### src/rtl/pe_pkg.sv
// Shared definitions for the priority encoder / round-robin arbiter.
package pe_pkg;

   localparam logic MODE_FIXED = 1'b0;
   localparam logic MODE_RR    = 1'b1;

   typedef enum logic {
      IDLE  = 1'b0,
      GRANT = 1'b1
   } state_t;

endpackage

### src/rtl/pe_rr_arbiter_if.sv
// Request/grant bundle between requesters (master) and the arbiter (slave).
interface pe_rr_arbiter_if #(
   parameter int N = 8
);
   localparam int W = $clog2(N);

   logic         mode;
   logic [N-1:0] req;
   logic         grant_ready;
   logic         grant_valid;
   logic [W-1:0] grant_idx;
   logic [N-1:0] grant_onehot;

   modport master (
      output mode,
      output req,
      output grant_ready,
      input  grant_valid,
      input  grant_idx,
      input  grant_onehot
   );

   modport slave (
      input  mode,
      input  req,
      input  grant_ready,
      output grant_valid,
      output grant_idx,
      output grant_onehot
   );
endinterface

### src/rtl/pe_prio_pick.sv
// Combinational highest-set-bit finder: index of the top set bit plus found flag.
module pe_prio_pick #(
   parameter  int N = 8,
   localparam int W = $clog2(N)
) (
   input  logic [N-1:0] vec,
   output logic [W-1:0] idx,
   output logic         found
);

   // Ascending scan so the last (highest) set bit overwrites earlier hits.
   always_comb begin
      idx   = '0;
      found = 1'b0;
      for (int i = 0; i < N; i++) begin
         if (vec[i]) begin
            idx   = W'(i);
            found = 1'b1;
         end
      end
   end

endmodule

### src/rtl/pe_rr_arbiter.sv
// Registered priority arbiter with fixed and round-robin modes under valid/ready.
module pe_rr_arbiter
   import pe_pkg::*;
#(
   parameter  int N = 8,
   localparam int W = $clog2(N)
) (
   input  logic              clk,
   input  logic              rst,
   pe_rr_arbiter_if.slave    bus
);

   state_t       state_reg;
   logic [W-1:0] ptr_reg;
   logic         valid_reg;
   logic [W-1:0] idx_reg;
   logic [N-1:0] onehot_reg;

   logic [W-1:0] rot_amt;
   logic [N-1:0] rot_req;
   logic [W-1:0] pick_idx;
   logic         pick_found;
   logic [W-1:0] win_idx;
   logic         decision;

   // (a + b) mod N for operands already below N; one extra bit covers the carry.
   function automatic logic [W-1:0] mod_add(input logic [W-1:0] a, input logic [W-1:0] b);
      logic [W:0] s;
      s = {1'b0, a} + {1'b0, b};
      if (s >= (W+1)'(N)) s = s - (W+1)'(N);
      return s[W-1:0];
   endfunction

   // Fixed mode uses zero rotation so the picker sees req unchanged.
   assign rot_amt = (bus.mode == MODE_RR) ? ptr_reg : '0;

   // Rotated bit j holds req[(j + ptr) mod N], so ptr-1 lands on the top
   // (highest priority) position and ptr itself on the bottom.
   for (genvar gi = 0; gi < N; gi++) begin : g_rot
      assign rot_req[gi] = bus.req[mod_add(W'(gi), rot_amt)];
   end

   pe_prio_pick #(.N(N)) u_pick (
      .vec   (rot_req),
      .idx   (pick_idx),
      .found (pick_found)
   );

   assign win_idx  = mod_add(pick_idx, rot_amt);
   assign decision = (state_reg == IDLE) || (valid_reg && bus.grant_ready);

   // State, pointer and output registers; everything changes only at a decision.
   always_ff @(posedge clk or posedge rst) begin
      if (rst) begin
         state_reg  <= IDLE;
         ptr_reg    <= '0;
         valid_reg  <= 1'b0;
         idx_reg    <= '0;
         onehot_reg <= '0;
      end else if (decision) begin
         if (pick_found) begin
            state_reg  <= GRANT;
            valid_reg  <= 1'b1;
            idx_reg    <= win_idx;
            onehot_reg <= {{(N-1){1'b0}}, 1'b1} << win_idx;
            ptr_reg    <= win_idx;
         end else begin
            // idx keeps its last value on the way back to IDLE.
            state_reg  <= IDLE;
            valid_reg  <= 1'b0;
            onehot_reg <= '0;
         end
      end
   end

   assign bus.grant_valid  = valid_reg;
   assign bus.grant_idx    = idx_reg;
   assign bus.grant_onehot = onehot_reg;

endmodule

### src/flat_wrapper.sv
// flat-port wrapper written by rule: the top's interface ports become plain ports
module pe_rr_arbiter_flat import pe_pkg::*;
#(
   parameter  int N = 8,
   localparam int W = $clog2(N)
)
  (clk, rst, bus_mode, bus_req, bus_grant_ready, bus_grant_valid, bus_grant_idx, bus_grant_onehot);
  pe_rr_arbiter_if #(.N(N)) bus_i ();
  input  logic clk;
  input  logic rst;
  input wire logic [$bits(bus_i.mode)-1:0] bus_mode;
  input wire logic [$bits(bus_i.req)-1:0] bus_req;
  input wire logic [$bits(bus_i.grant_ready)-1:0] bus_grant_ready;
  output wire logic [$bits(bus_i.grant_valid)-1:0] bus_grant_valid;
  output wire logic [$bits(bus_i.grant_idx)-1:0] bus_grant_idx;
  output wire logic [$bits(bus_i.grant_onehot)-1:0] bus_grant_onehot;
  assign bus_i.mode = bus_mode;
  assign bus_i.req = bus_req;
  assign bus_i.grant_ready = bus_grant_ready;
  assign bus_grant_valid = bus_i.grant_valid;
  assign bus_grant_idx = bus_i.grant_idx;
  assign bus_grant_onehot = bus_i.grant_onehot;
  pe_rr_arbiter #(.N(N)) u_core (.clk(clk), .rst(rst), .bus(bus_i));
endmodule
### config.mk
export PLATFORM = sky130hd
export DESIGN_NAME = pe_rr_arbiter_flat
export DESIGN_NICKNAME = d
export VERILOG_FILES = /design/src/rtl/pe_pkg.sv /design/src/rtl/pe_rr_arbiter_if.sv /design/src/rtl/pe_prio_pick.sv /design/src/rtl/pe_rr_arbiter.sv /design/src/flat_wrapper.sv
export SDC_FILE = /design/constraint.sdc
export NUM_CORES = 1
export LEC_CHECK = 0
export ABC_AREA = 1
export BUFFER_PORTS_ARGS = -buffer_cell sky130_fd_sc_hd__buf_2
export CAP_MARGIN = 20
export CORE_MARGIN = 2
export CORE_UTILIZATION = 34
export DETAILED_ROUTE_END_ITERATION = 6
export PLACE_DENSITY_LB_ADDON = 0.25
export SLEW_MARGIN = 10
export SYNTH_ARGS = -nofsm -noshare
export SYNTH_HDL_FRONTEND = slang
export SYNTH_SLANG_ARGS = --single-unit
export TNS_END_PERCENT = 1
### constraint.sdc
create_clock -name clk -period 7.18 [get_ports clk]
set_clock_uncertainty 0.1 [all_clocks]
set_input_delay 1.436 -clock clk [delete_from_list [all_inputs] [get_ports clk]]
set_output_delay 1.436 -clock clk [all_outputs]
set_load 0.02 [all_outputs]
==> results.py, run 1 <==
metrics = {
    "cts": {
        "postCtsSetupBuffers": 0,
        "cts_tree": "yes",
        "numCtsBuffers": 3,
        "path_clk_slew_ns": 0.05,
        "clock_latency_ns": 0.24,
        "ctsResizeCount": 0,
        "cts_hold_buf": 0,
        "root_buffer": "clkbuf_8",
        "clockBufferDepth": 2,
        "cts.sinks": 12,
        "h-tree-depth": 1,
    },
    "synthesis": {
        "yosys.area_share.adder": 0.0244,
        "syn_area_per_cell_um2": 6.17,
        "synth_area_leaders": "nand2_1, dfrtp_1, nand3_1",
        "yosysSeqAreaShare": 0.225,
        "synth_top_family_by_area": "simple AND/OR/NAND/NOR gates",
        "synth_cell_types": 26,
        "syn_inst": 216,
        "synth_compound_area_frac": 0.0150,
        "synth_warnings": 0,
        "syn_nets": 230,
        "synth_edf_count": 0,
        "synth-simple-area-share": 0.608,
        "synth-xor-area-share": 0.0197,
        "synth_seq_cells": 12,
        "synthFlopType": "dfrtp_1",
        "netlist_area_um2": 1330,
        "synth.largest_area_cell": "nand2_1",
        "synth_top_cell_area_share": 0.270,
        "synthMuxAreaShare": 0,
        "synthArstFlopShare": 1.00,
    },
    "detailed_routing": {
        "dr.pass1.iters": 5,
        "route.detailed.drc": 0,
        "via_per_inst": 4.80,
        "drt_iter0_markers": 88,
        "wl_per_cell_um": 10.9,
        "finalWirelength_mm": 3.12,
        "via_count": 1367,
        "drtAntennaViolNets": 0,
    },
    "global_route": {
        "grt_max_degree": 22,
        "antenna_found_initial": 0,
        "grt_pass1_vias": 1164,
        "grt_use_total": 0.153,
        "overflow": 0,
        "grt_pass1_wl_mm": 5.22,
    },
    "flow_run": {
        "cap_violations": 0,
    },
    "setup_path": {
        "worst_path_max_delay_cell": "ha_1",
        "critPathKind": "input port to register",
        "required_ns": 7.26,
        "slowest_delay_ns": 0.39,
        "worst_path_most_repeated_cell": "nand2_1",
        "worstPathCellList": "buf_2 -> nand2_4 -> ha_1 -> inv_1 -> nand3_1 -> nand3_1 -> nand2_1 -> nand2_1 -> nand2_1 -> nand2_1 -> nand2_1 -> nand2_2 -> nand2_2 -> nand2_4 -> fa_1 -> xnor2_1 -> nand3b_1 -> nand2_2 -> inv_2 -> nor2_4 -> nand3_1 -> nand2_1",
        "cp-end-kind": "register",
        "arrival_ns": 4.30,
        "critPathLaunchType": "input port",
        "worstPathMaxFanout": 21,
    },
    "cells_and_area": {
        "largest_register_ffs": 8,
        "fin_nets": 252,
        "n_fill_cell": 414,
        "diodes": 0,
        "area_growth_pct": 12.8,
        "layout-drive-gt1-share": 0.224,
    },
    "timing": {
        "rsz0062_at_grt": "false",
        "max_slew.worst_pin.slew_ns": 0.754,
        "hold_slack_ns": 0.372,
        "fin_crit_ns": 4.22,
        "finalSetupViolCount": 0,
        "finalHoldViolations": 0,
        "slew_headroom": 0.497,
        "final_max_slew_viol_count": 0,
        "final.setup.tns_ns": 0,
        "post-route-period-util": 0.588,
        "fmax_mhz": 237,
    },
    "place": {
        "io_buffers": 23,
        "gp_congestion": 0.806,
        "hpwl_mm": 2.54,
    },
    "outcome": {
        "status": "completed",
    },
    "floorplanning": {
        "start_util": 0.359,
        "coreArea_um2": 3720,
        "rows": 22,
        "die_h_um": 66.6,
        "die_w_um": 66.6,
        "die-area_um2": 4440,
        "pin_count": 24,
    },
    "power": {
        "leakagePower_nw": 0.885,
        "ir_drop_mv": 0.121,
        "power_density_nw_per_um2": 458,
    },
    "hold_path": {
        "hp-class": "register to register",
    },
}
## Yosys cell counts, types with 2 or more instances
| cell | n |
|---|---|
| nor2_1 | 3 |
| buf_2 | 2 |
| nand3_1 | 39 |
| nand2_1 | 96 |
| nand2_2 | 8 |
| dfrtp_1 | 12 |
| inv_1 | 18 |
| nand3_2 | 5 |
| nor2_2 | 2 |
| nor2_4 | 2 |
| buf_6 | 2 |
| xnor2_1 | 2 |
| nand4_1 | 6 |
| o21ai_0 | 2 |
| inv_2 | 3 |
| nand2_4 | 4 |
## through the flow
stage	util	instance area [µm²]	setup slack [ns]	std cells	total power (W)
2_1_floorplan	-	1330	3.25	216	0.000523
3_3_place_gp	0.390	1450	2.75	281	0.000615
3_5_place_dp	0.390	1450	2.71	281	0.000617
4_1_cts	0.404	1500	2.94	285	0.000695
5_1_grt	0.404	1500	2.66	285	0.000762
6_report	0.404	1500	2.96	285	0.000688
## cell families after synthesis
family | after synthesis
simple gates | 167
compound gates | 4
buf+inv | 28
fa+ha+maj | 2
xor+xnor | 3
flops | 12
## placed cells by master (no fill, tap or decap), drive strengths merged
cell type / count
a21oi: 1
buf: 23
clkbuf: 4
clkinv: 1
dfrtp: 12
fa: 1
ha: 1
inv: 21
nand2: 108
nand3: 45
nand3b: 1
nand4: 6
nor2: 7
o21ai: 3
xnor2: 2
xor2: 1
## area by class of cell
cell class | instances | area, µm² | area share
Multi-Input combinational cell | 176 | 888 | 0.591
Sequential cell | 12 | 300 | 0.200
Timing Repair Buffer | 23 | 115 | 0.0766
Inverter | 22 | 83.8 | 0.0558
Tap cell | 48 | 60.1 | 0.0400
Clock buffer | 4 | 55.1 | 0.0366
## path summary, 6_finish.rpt
check                                            from                          to  slack (ns)  depth (start not counted)
max                                          bus_mode  u_core.bus.grant_onehot[6]        2.96                         22
min                        u_core.bus.grant_onehot[7]  u_core.bus.grant_onehot[7]        0.37                          2
max reg2reg                         u_core.ptr_reg[0]  u_core.bus.grant_onehot[6]        3.68                         21
min reg2reg                u_core.bus.grant_onehot[7]  u_core.bus.grant_onehot[7]        0.37                          2
max in group asynchronous                         rst  u_core.bus.grant_onehot[2]        5.59                          2
min in group asynchronous                         rst           u_core.ptr_reg[1]        1.08                          2
## critical path: cells and delay by family
| kind | cells | cell delay (ns) |
|---|---|---|
| adder cells (fa/ha/maj) | 2 | 0.77 |
| buffers and inverters | 3 | 0.50 |
| AND/OR/NAND/NOR | 16 | 1.45 |
| XOR/XNOR | 1 | 0.14 |
## layer usage
metal / share of wire / GRT usage / vias to the layer above / wire [µm]
met3: 0.033 / 0.0169 / 5 / 104
li1: - / - / 729 / -
met1: 0.49 / 0.213 / 605 / 1540
met2: 0.45 / 0.238 / 28 / 1420
met5: 0 / 0 / - / 0
met4: 0.018 / 0.0689 / 0 / 57
## report_power, final
group | switching [W] | internal, W
logic | 0.000319 | 0.000162
registers | 0.0000398 | 0.0000934
clock network | 0.0000253 | 0.0000485
total | 0.000384 | 0.000304
No activity file was read; power rests on OpenSTA's default activity.
==> inputs of run 2 (changes only) <==
- ABC_AREA: 1 -> 0
- clock period: 7.18 -> 3.9 ns (I/O delays scaled with it)
==> results.py, run 2 <==
metrics = {
    "cells_and_area": {
        "diodes": 0,
        "final_cell_mix": "buf_2, dfrtp_1, mux2i_1, nand2_1, mux4_2",
        "largest_register_ffs": 8,
        "area_growth_pct": 21.7,
        "layout-drive-gt1-share": 0.432,
        "n_fill_cell": 292,
        "fin_nets": 133,
        "mostFrequentLayoutCell": "buf_2",
    },
    "floorplanning": {
        "coreArea_um2": 3000,
        "pin_count": 24,
        "die_h_um": 59.6,
        "die-area_um2": 3550,
        "start_util": 0.350,
        "rows": 20,
        "die_w_um": 59.6,
    },
    "synthesis": {
        "syn_inst": 88,
        "synthTopCellsByCount": "dfrtp_1, mux2i_1, mux4_2, nand2_1, a32o_1",
        "synth_seq_cells": 12,
        "synth_cell_types": 30,
        "synth.largest_area_cell": "dfrtp_1",
        "synth_warnings": 0,
        "yosysSeqAreaShare": 0.286,
        "netlist_area_um2": 1050,
        "synthFlopType": "dfrtp_1",
        "synth_area_leaders": "dfrtp_1, mux4_2, mux2i_1",
        "synthArstFlopShare": 1.00,
        "yosysMostFrequentCell": "dfrtp_1",
        "syn_nets": 102,
        "synth_edf_count": 0,
        "synth_top_cell_area_share": 0.286,
        "syn_area_per_cell_um2": 11.9,
    },
    "detailed_routing": {
        "drt_iter0_markers": 14,
        "route.detailed.drc": 0,
        "finalWirelength_mm": 2.16,
        "via_count": 857,
        "via_per_inst": 5.68,
        "dr.pass1.iters": 4,
        "drtAntennaViolNets": 0,
        "wl_per_cell_um": 14.3,
    },
    "cts": {
        "path_clk_slew_ns": 0.07,
        "ctsResizeCount": 0,
        "h-tree-depth": 1,
        "postCtsSetupBuffers": 0,
        "clock_latency_ns": 0.27,
        "numCtsBuffers": 3,
        "cts_hold_buf": 0,
        "cts.sinks": 12,
        "root_buffer": "clkbuf_4",
        "clockBufferDepth": 2,
        "cts_tree": "yes",
    },
    "place": {
        "hpwl_mm": 1.82,
        "io_buffers": 23,
        "gp_congestion": 0.867,
    },
    "global_route": {
        "antenna_found_initial": 0,
        "grt_pass1_vias": 818,
        "grt_max_degree": 13,
        "overflow": 0,
        "grt_use_total": 0.134,
        "grt_pass1_wl_mm": 3.64,
    },
    "power": {
        "ir_drop_mv": 0.247,
        "net-switching-power_w": 0.000493,
        "total_power_w": 0.00109,
        "comb_power_share": 0.709,
        "power_density_nw_per_um2": 852,
        "swShare": 0.453,
        "internal_power_w": 0.000596,
        "leakagePower_nw": 0.608,
        "power_frac_seq": 0.203,
        "pwr-share-clk": 0.089,
    },
    "outcome": {
        "status": "completed",
    },
    "setup_path": {
        "critPathKind": "input port to register",
        "arrival_ns": 3.64,
        "critPathLaunchType": "input port",
        "worstPathMaxFanout": 9,
        "required_ns": 4.01,
        "cp-end-kind": "register",
    },
    "timing": {
        "post-route-period-util": 0.905,
        "fmax_mhz": 283,
        "finalSetupViolCount": 0,
        "final_max_slew_viol_count": 0,
        "hold_slack_ns": 0.386,
        "finalHoldViolations": 0,
        "rsz0062_at_grt": "false",
        "slew_headroom": 0.616,
        "max_slew.worst_pin.slew_ns": 0.573,
        "final.setup.tns_ns": 0,
        "fin_crit_ns": 3.53,
    },
    "flow_run": {
        "cap_violations": 0,
    },
    "hold_path": {
        "hp-class": "register to register",
    },
}
run 2: critical path: stages:
cell,delay [ns]
buf_2,0.18
nand2_4,0.13
ha_1,0.26
xor2_2,0.19
mux4_2,0.55
o21ai_0,0.13
nand3_1,0.13
fa_1,0.39
xnor2_1,0.22
xnor2_1,0.19
nor2b_2,0.29
a32o_1,0.20
run 2: path summary, 6_finish.rpt:
| kind | start | to | slack [ns] | cells past startpoint |
|---|---|---|---|---|
| setup / recovery | bus_mode | u_core.bus.grant_onehot[6] | 0.37 | 12 |
| max in group asynchronous | rst | u_core.bus.grant_onehot[0] | 2.99 | 2 |
| setup reg to reg | u_core.ptr_reg[0] | u_core.bus.grant_onehot[6] | 0.54 | 12 |
| hold reg to reg | u_core.bus.grant_onehot[7] | u_core.bus.grant_onehot[7] | 0.39 | 1 |
| min in group asynchronous | rst | u_core.bus.grant_onehot[4] | 0.40 | 2 |
| hold / removal | u_core.bus.grant_onehot[7] | u_core.bus.grant_onehot[7] | 0.39 | 1 |
run 2: kinds of logic after synthesis:
family                   Yosys count  share of synthesized area
multiplexers                      24                      0.353
flip-flops                        12                      0.286
AND/OR/NAND/NOR                   20                     0.0966
XOR/XNOR                           7                     0.0584
buffers and inverters              6                     0.0274
adder cells (fa/ha/maj)            2                     0.0310
AO/OA/AOI/OAI                     17                      0.148
run 2: metrics by stage:
step | setup slack [ns] | instances | util | cell area [µm²]
final | 0.369 | 151 | 0.425 | 1280
after global routing | 0.113 | 151 | 0.425 | 1280
after CTS | 0.367 | 151 | 0.425 | 1280
after detailed placement | 0.0841 | 147 | 0.413 | 1240
after global placement | 0.150 | 147 | 0.413 | 1240
after floorplan | 0.00871 | 88 | - | 1060
run 2: layout make-up:
cell class	count	area, µm²	area share
Sequential cell	12	300	0.235
Tap cell	33	41.3	0.0323
Multi-Input combinational cell	70	728	0.570
Inverter	3	11.3	0.00881
Timing Repair Buffer	29	160	0.125
Clock buffer	4	36.3	0.0284
run 2: power groups by stage:
stage | logic, W | registers [W] | clock network (W)
floorplan | 0.000531 | 0.000272 | 0
global placement | 0.000757 | 0.000223 | 0
detailed placement | 0.000774 | 0.000225 | 0
CTS | 0.000776 | 0.000223 | 0.0000979
global route | 0.000844 | 0.000231 | 0.000102
finish | 0.000772 | 0.000220 | 0.0000964
run 2: metal layers:
metal,routed length (µm),vias to the layer above,global-route usage,share of wire
met5,0,-,0,0
met4,10,0,0.0254,0.0046
met3,54,2,0.0328,0.025
met2,1110,18,0.224,0.51
met1,983,426,0.177,0.46
li1,-,411,-,-
==> inputs of run 3 (changes only) <==
- SYNTH_HIERARCHICAL: default -> 1
==> results.py, run 3 <==
metrics = {
    "cells_and_area": {
        "stdcell_area_um2": 1380,
        "fin_util": 0.419,
        "area_growth_pct": 19.2,
        "mostFrequentLayoutCell": "buf_2",
        "largest_register_ffs": 8,
        "stdcell_count": 198,
        "fin_nets": 170,
        "diodes": 0,
        "layout-drive-gt1-share": 0.368,
        "final_cell_mix": "buf_2, nand3_1, mux2_2",
    },
    "cts": {
        "cts_hold_buf": 0,
        "numCtsBuffers": 3,
        "clock_latency_ns": 0.26,
        "postCtsSetupBuffers": 0,
        "cts_tree": "yes",
        "path_clk_slew_ns": 0.06,
        "ctsResizeCount": 0,
        "root_buffer": "clkbuf_4",
        "h-tree-depth": 1,
        "clockBufferDepth": 2,
        "cts.sinks": 12,
    },
    "floorplanning": {
        "coreArea_um2": 3280,
        "pin_count": 24,
        "die-area_um2": 3880,
        "start_util": 0.351,
        "rows": 21,
        "die_w_um": 62.3,
        "die_h_um": 62.3,
    },
    "synthesis": {
        "syn_inst": 125,
        "yosys.area_share.adder": 0.0434,
        "yosysMostFrequentCell": "nand3_1",
        "syn_nets": 141,
        "yosysSeqAreaShare": 0.260,
        "synth_seq_cells": 12,
        "synth_compound_area_frac": 0.113,
        "synth_edf_count": 0,
        "synth.largest_area_cell": "dfrtp_1",
        "synth-xor-area-share": 0.0380,
        "synth_top_cell_area_share": 0.260,
        "synthTopCellsByCount": "nand3_1, mux2_2, nand2_1",
        "synth_top_family_by_area": "multiplexers",
        "synth_cell_types": 36,
        "synthFlopType": "dfrtp_1",
        "synth_area_leaders": "dfrtp_1, mux2_2, mux4_1",
        "synthArstFlopShare": 1.00,
        "synth_warnings": 6,
        "netlist_area_um2": 1150,
        "synthMuxAreaShare": 0.257,
        "synth-simple-area-share": 0.245,
        "syn_area_per_cell_um2": 9.23,
    },
    "power": {
        "comb_power_share": 0.738,
        "power_frac_seq": 0.195,
        "power_density_nw_per_um2": 781,
        "total_power_w": 0.00107,
        "ir_drop_mv": 0.322,
        "swShare": 0.476,
        "internal_power_w": 0.000563,
        "net-switching-power_w": 0.000512,
        "leakagePower_nw": 0.634,
        "pwr-share-clk": 0.067,
    },
    "place": {
        "place_area_um2": 1350,
        "hpwl_mm": 2.11,
        "gp_congestion": 0.817,
        "io_buffers": 23,
        "numPlacedInstances": 195,
    },
    "detailed_routing": {
        "finalWirelength_mm": 2.66,
        "route.detailed.drc": 0,
        "wl_per_cell_um": 13.4,
        "drtAntennaViolNets": 0,
        "drt_iter0_markers": 22,
        "via_per_inst": 5.17,
        "via_count": 1024,
        "dr.pass1.iters": 4,
    },
    "setup_path": {
        "critPathKind": "input port to register",
        "required_ns": 4.00,
        "worstPathMaxFanout": 10,
        "critPathLaunchType": "input port",
        "cp-end-kind": "register",
        "arrival_ns": 3.76,
    },
    "timing": {
        "post-route-period-util": 0.938,
        "finalSetupViolCount": 0,
        "slew_headroom": 0.605,
        "max_slew.worst_pin.slew_ns": 0.593,
        "finalHoldViolations": 0,
        "fin_crit_ns": 3.66,
        "final_max_slew_viol_count": 0,
        "rsz0062_at_grt": "false",
        "fmax_mhz": 273,
        "final.setup.tns_ns": 0,
    },
    "global_route": {
        "grt_max_degree": 20,
        "grt_use_total": 0.152,
        "antenna_found_initial": 0,
        "grt_pass1_wl_mm": 4.79,
        "overflow": 0,
        "grt_pass1_vias": 1039,
    },
    "hold_path": {
        "hp-class": "register to register",
    },
    "flow_run": {
        "cap_violations": 0,
    },
    "outcome": {
        "status": "completed",
    },
}
[run 3: cells by family after synthesis]
family | after synthesis
AO/OA/AOI/OAI | 19
multiplexers | 21
adder cells (fa/ha/maj) | 4
flip-flops | 12
AND/OR/NAND/NOR | 53
XOR/XNOR | 5
buffers and inverters | 11
[run 3: per-stage QoR]
step,worst slack (ns),hold WS (ns)
2_1_floorplan,0.0744,0.506
3_5_place_dp,-0.00319,0.374
4_1_cts,0.268,0.393
6_report,0.242,0.388
5_1_grt,0.00901,0.436
3_3_place_gp,0.0813,0.374
[run 3: area by class of cell]
class                           instances  area (µm²)
Fill cell                             332        1910
Timing Repair Buffer                   30         168
Inverter                                5        18.8
Tap cell                               46        57.6
Clock buffer                            3        22.5
Multi-Input combinational cell        102         808
Sequential cell                        12         300
[run 3: metal layers]
| layer | share of wire | up-vias | global-route usage | routed length [µm] |
|---|---|---|---|---|
| met3 | 0.039 | 2 | 0.0272 | 104 |
| met1 | 0.47 | 484 | 0.201 | 1240 |
| li1 | - | 517 | - | - |
| met2 | 0.49 | 21 | 0.258 | 1300 |
| met5 | 0 | - | 0 | 0 |
| met4 | 0.0060 | 0 | 0.0417 | 16 |
[run 3: final timing paths]
kind	startpoint	endpoint	slack [ns]	cells after the start
min in group asynchronous	rst	u_core/bus.grant_onehot[7]	0.41	2
max in group asynchronous	rst	u_core/bus.grant_onehot[4]	2.96	2
max	bus_mode	u_core/bus.grant_onehot[0]	0.24	12
max reg2reg	u_core/bus.grant_idx[0]	u_core/bus.grant_onehot[0]	0.44	11
min reg2reg	u_core/bus.grant_onehot[0]	u_core/bus.grant_onehot[0]	0.39	2
min	u_core/bus.grant_onehot[0]	u_core/bus.grant_onehot[0]	0.39	2
[run 3: power by group through the flow]
| stage | sequential [W] | clock [W] | combinational (W) |
|---|---|---|---|
| 2_1_floorplan | 0.000250 | 0 | 0.000542 |
| 6_report | 0.000210 | 0.0000723 | 0.000792 |
| 3_5_place_dp | 0.000212 | 0 | 0.000786 |
| 4_1_cts | 0.000211 | 0.0000759 | 0.000788 |
| 5_1_grt | 0.000219 | 0.0000806 | 0.000874 |
| 3_3_place_gp | 0.000211 | 0 | 0.000773 |
[run 3: critical path, cell delays in order]
cell,delay (ns)
buf_2,0.14
nand2_4,0.14
mux2_2,0.37
mux4_1,0.58
nor2_1,0.24
o31ai_2,0.13
xnor2_1,0.14
ha_1,0.31
or3b_2,0.46
nor3b_1,0.24
o21ai_0,0.13
nand3_1,0.09
